File: src/rtl/c_boot_loader.sv
// Boot-image loader: copies WORD_COUNT ROM words into program RAM after reset,
// then flags load_done, checksum_ok, or load_error on a stuck RAM write port.
module c_boot_loader #(
    parameter int DATA_WIDTH = 32,
    parameter int ROM_AW = 10,
    parameter int RAM_AW = 14,
    parameter int WORD_COUNT = 1024,
    parameter int RAM_BASE = 0,
    parameter logic [DATA_WIDTH-1:0] EXPECTED_SUM = '0,
    parameter int ACK_TIMEOUT = 255
) (
    input  logic                  clk,
    input  logic                  rst,
    input  logic                  start_i,
    output logic                  rom_en_o,
    output logic [ROM_AW-1:0]     rom_addr_o,
    input  logic [DATA_WIDTH-1:0] rom_data_i,
    output logic                  ram_we_o,
    output logic [RAM_AW-1:0]     ram_addr_o,
    output logic [DATA_WIDTH-1:0] ram_data_o,
    input  logic                  ram_ack_i,
    output logic                  load_done,
    output logic                  checksum_ok,
    output logic                  load_error,
    output logic [ROM_AW:0]       words_loaded
);

    typedef enum logic [2:0] {
        S_IDLE,
        S_READ,
        S_WAIT,
        S_WRITE,
        S_CHECK,
        S_DONE,
        S_ERROR
    } state_t;

    localparam logic [ROM_AW-1:0] LAST_IDX = ROM_AW'(WORD_COUNT - 1);
    localparam logic [15:0]       TMO_LAST = 16'(ACK_TIMEOUT - 1);
    localparam logic [RAM_AW-1:0] BASE     = RAM_AW'(RAM_BASE);

    state_t                  state;
    logic [ROM_AW-1:0]       idx;
    logic [DATA_WIDTH-1:0]   sum;
    logic [15:0]             timer;

    // ram_data_o doubles as the write buffer; it is only updated in WAIT.
    always_ff @(posedge clk) begin
        if (rst) begin
            state        <= S_IDLE;
            idx          <= '0;
            sum          <= '0;
            timer        <= '0;
            rom_en_o     <= 1'b0;
            rom_addr_o   <= '0;
            ram_we_o     <= 1'b0;
            ram_addr_o   <= '0;
            ram_data_o   <= '0;
            load_done    <= 1'b0;
            checksum_ok  <= 1'b0;
            load_error   <= 1'b0;
            words_loaded <= '0;
        end else begin
            unique case (state)
                S_IDLE: begin
                    rom_en_o   <= 1'b1;
                    rom_addr_o <= idx;
                    state      <= S_READ;
                end
                S_READ: begin
                    rom_en_o <= 1'b0;
                    state    <= S_WAIT;
                end
                S_WAIT: begin
                    ram_data_o <= rom_data_i;
                    ram_addr_o <= BASE + RAM_AW'(idx);
                    ram_we_o   <= 1'b1;
                    timer      <= '0;
                    state      <= S_WRITE;
                end
                S_WRITE: begin
                    // An ack coinciding with the last timeout cycle still counts.
                    if (ram_ack_i) begin
                        ram_we_o     <= 1'b0;
                        sum          <= sum + ram_data_o;
                        words_loaded <= {1'b0, idx} + (ROM_AW + 1)'(1);
                        timer        <= '0;
                        if (idx == LAST_IDX) begin
                            state <= S_CHECK;
                        end else begin
                            idx        <= idx + ROM_AW'(1);
                            rom_en_o   <= 1'b1;
                            rom_addr_o <= idx + ROM_AW'(1);
                            state      <= S_READ;
                        end
                    end else if (timer == TMO_LAST) begin
                        ram_we_o   <= 1'b0;
                        load_error <= 1'b1;
                        timer      <= '0;
                        state      <= S_ERROR;
                    end else begin
                        timer <= timer + 16'd1;
                    end
                end
                S_CHECK: begin
                    checksum_ok <= (sum == EXPECTED_SUM);
                    load_done   <= 1'b1;
                    state       <= S_DONE;
                end
                S_DONE, S_ERROR: begin
                    if (start_i) begin
                        load_done    <= 1'b0;
                        load_error   <= 1'b0;
                        checksum_ok  <= 1'b0;
                        idx          <= '0;
                        sum          <= '0;
                        words_loaded <= '0;
                        rom_en_o     <= 1'b1;
                        rom_addr_o   <= '0;
                        state        <= S_READ;
                    end
                end
                default: state <= S_IDLE;
            endcase
        end
    end

endmodule

File: config.mk
export PLATFORM = sky130hd
export DESIGN_NAME = c_boot_loader
export DESIGN_NICKNAME = d
export VERILOG_FILES = /design/src/rtl/c_boot_loader.sv
export SDC_FILE = /design/constraint.sdc
export NUM_CORES = 1
export LEC_CHECK = 0
export CAP_MARGIN = 5
export CORE_ASPECT_RATIO = 0.6
export CORE_UTILIZATION = 58
export CTS_CLUSTER_SIZE = 14
export DETAILED_ROUTE_END_ITERATION = 7
export PLACE_DENSITY = 0.85
export SLEW_MARGIN = 10
export SYNTH_ARGS = -nofsm -noshare
export SYNTH_HDL_FRONTEND = slang
export SYNTH_SLANG_ARGS = --single-unit
File: constraint.sdc
create_clock -name clk -period 4.6 [get_ports clk]
set_clock_uncertainty 0.15 [all_clocks]
set_input_delay 0.69 -clock clk [delete_from_list [all_inputs] [get_ports clk]]
set_output_delay 0.69 -clock clk [all_outputs]
set_load 0.03 [all_outputs]
==> flow_summary.yaml <==
routing:
  wire_per_inst_um: 16.07
  viasPerCell: 5.951
  firstDrtPassIters: 6
  drtIter0Drc: 584
  drc: 0
  ant_nets: 0
  via_count: 6707
  drt_wl_total_mm: 18.11
cts:
  htree_levels: 4
  cts_resized: 0
  cts_tree: "yes"
  postCtsSetupBuffers: 0
  clkLatencyLatePin_ns: 0.42
  clock-root-buffer: "clkbuf_16"
  cts.sinks: 129
  numCtsBuffers: 17
  path_clk_slew_ns: 0.06
  ctsHoldBuffers: 0
  cts_buffer_depth: 2
power_and_ir_drop:
  vdd_ir_drop_max_uv: 243.2
  switchingPower_mw: 0.7709
  clockPowerShare: 0.483
  p_comb_frac: 0.111
  p_leak_nw: 3.199
  p_sw_frac: 0.2658
  p_int_mw: 2.130
  seq_power_share: 0.406
  powerDensity_mw_per_mm2: 342.7
  p_total_mw: 2.900
synthesis:
  netlist_area_mm2: 0.006829
  syn_avg_cell_area_um2: 7.743
  yosysMostFrequentCell: "nand2_1"
  ys_ff_latch: 129
  synthCells: 882
  yosys-top-cells-area: "dfxtp_1 38%, nand2_1 8.0%, a21oi_1 7.3%, ha_1 6.2%, nor2_1 5.3%"
  synth_edf_count: 0
  synthArstFlopShare: 0
  synth_ff_type: "dfxtp_1"
  yosysTopAreaCell: "dfxtp_1"
  yosysSeqAreaShare: 0.3782
  synth_common_cells: "145 x nand2_1, 129 x dfxtp_1, 100 x a21oi_1"
  synth_top_area_frac: 0.3782
  synth.distinct_cells: 66
  yosys_warnings: 0
sta:
  rsz0062_at_grt: "no"
  slew_viol_final: 0
  maxSlewHeadroom: 0.2926
  fin_crit_sh: 0.7250
  finalHoldViolCount: 0
  worst_pin_slew_ns: 1.059
  setup_slack_ns: 1.265
  finalCriticalPeriod_ns: 3.335
  finalSetupViolations: 0
  fin_setup_tns_ns: 0
  max_freq_mhz: 299.8
global_route:
  grt_max_degree: 68
  grt_pass1_wl_mm: 29.08
  antenna_found_initial: 0
  overflow: 0
  grt_pass1_vias: 5707
  grt_use_total: 0.3012
critical_path:
  critPathLaunchType: "register"
  cp_data_required_time_ns: 4.81
  cp_cell_sequence: "xor2_1, and2_1, nor2_1, or3_1, buf_4, nor2_2, o31ai_1, a2bb2oi_1, nor2_1"
  path_common_cell: "nor2_1"
  cp_top_family: "simple AND/OR/NAND/NOR gates"
  crit_buf_inv: 1
  worstPathArrival_ns: 3.55
  critPathMaxStageDelay_ns: 0.55
  critPathKind: "register to register"
  end_kind: "register"
  crit_fanout: 33
  slowest_stage: "dfxtp_1"
die:
  coreArea_mm2: 0.01137
  die_h_um: 86.05
  die_area_mm2: 0.01223
  ios: 108
  std_cell_rows: 30
  start_util: 0.6004
  die_x_um: 142.1
final_layout:
  antennaDiodeCount: 0
  utilization: 0.7442
  drive_above_1_share: 0.05791
  syn_to_final_growth_pct: 23.95
  fin_nets: 1025
  fillers: 884
placed_design:
  routabilityCongestion: 0.9756
  io_buffers: 103
  place.detailed.hpwl_mm: 12.26
  post-place-ws_ns: 1.374
worst_hold_path:
  min_path_type: "register to register"
run_status:
  outcome: "complete, no violations"
job:
  maxCapViolations: 0
## cells in the final DEF, fill, tap and decap left out, drive strengths merged, types with 7 or more instances in the layout
cell type	n
a211oi	11
a21o	13
a21oi	101
a22oi	20
a311oi	7
a31oi	8
and3	11
clkbuf	17
clkdlybuf4s50	102
clkinv	9
dfxtp	129
ha	34
inv	17
nand2	145
nand3	23
nand4	10
nor2	97
nor2b	8
nor3	21
nor4	10
o21ai	53
xnor2	17
xor2	23
## sequential cells by signal, summed over array words and instances, names as in the netlist
| register | flops |
|---|---|
| checksum_ok | 1 |
| idx | 10 |
| load_done | 1 |
| load_error | 1 |
| ram_addr_o | 10 |
| ram_data_o | 32 |
| ram_we_o | 1 |
| rom_addr_o | 10 |
| rom_en_o | 1 |
| state | 3 |
| sum | 32 |
| timer | 16 |
| words_loaded | 11 |
## per-layer routing
metal	vias up	global-route usage	share of wire
met2	319	0.4131	0.39
met4	0	0.07527	0.0083
met3	23	0.07370	0.10
met1	3114	0.4611	0.50
li1	3251	-	-
met5	-	0	0
## per-stage QoR
step / cell area, um^2 / hold WS [ns] / std cells
global route: 8464 / 0.3253 / 1127
finish: 8464 / 0.3045 / 1127
CTS: 8461 / 0.3070 / 1127
detailed placement: 7849 / 0.2989 / 1095
global placement: 7849 / 0.2942 / 1095
floorplan: 6840 / 0.2928 / 885
## power by group through the flow
stage	registers (mW)	logic (mW)	clock network (mW)
2_1_floorplan	1.24	0.156	0
3_3_place_gp	1.20	0.313	0
3_5_place_dp	1.20	0.315	0
4_1_cts	1.18	0.318	1.41
5_1_grt	1.18	0.346	1.46
6_report	1.18	0.321	1.40
## final timing paths
kind                                    start            end  slack (ns)  cells past startpoint
worst min register to register  ram_addr_o[4]  ram_addr_o[4]        0.30                      2
worst max-delay path                 state[0]         sum[4]        1.26                      9
worst min-delay path            ram_addr_o[4]  ram_addr_o[4]        0.30                      2
worst max register to register       state[0]         sum[4]        1.26                      9
## logic make-up after synthesis
family          count (synthesis)  synth area share
simple gates                  352            0.2294
compound gates                249            0.2233
flops                         129            0.3782
buf+inv                        73           0.04745
xor+xnor                       40           0.05130
fa+ha+maj                      36           0.06669
mux                             2          0.003115
other cells                     1         0.0005491
## layout make-up
type | count | area, um^2 | area share
Sequential cell | 129 | 2582 | 0.3051
Inverter | 15 | 56.30 | 0.006652
Tap cell | 160 | 200.2 | 0.02365
Clock inverter | 15 | 186.4 | 0.02203
Multi-Input combinational cell | 683 | 3948 | 0.4664
Timing Repair Buffer | 108 | 1066 | 0.1259
Clock buffer | 17 | 425.4 | 0.05026
## worst reg2reg max path: cells and delay by family, from the launching register on
| family | cells | cell delay (ns) |
|---|---|---|
| AND/OR/NAND/NOR | 5 | 1.72 |
| XOR/XNOR | 1 | 0.30 |
| buffers and inverters | 1 | 0.25 |
| AO/OA/AOI/OAI | 2 | 0.32 |
| flip-flops | 1 | 0.55 |
No activity file was read; power rests on OpenSTA's default activity.
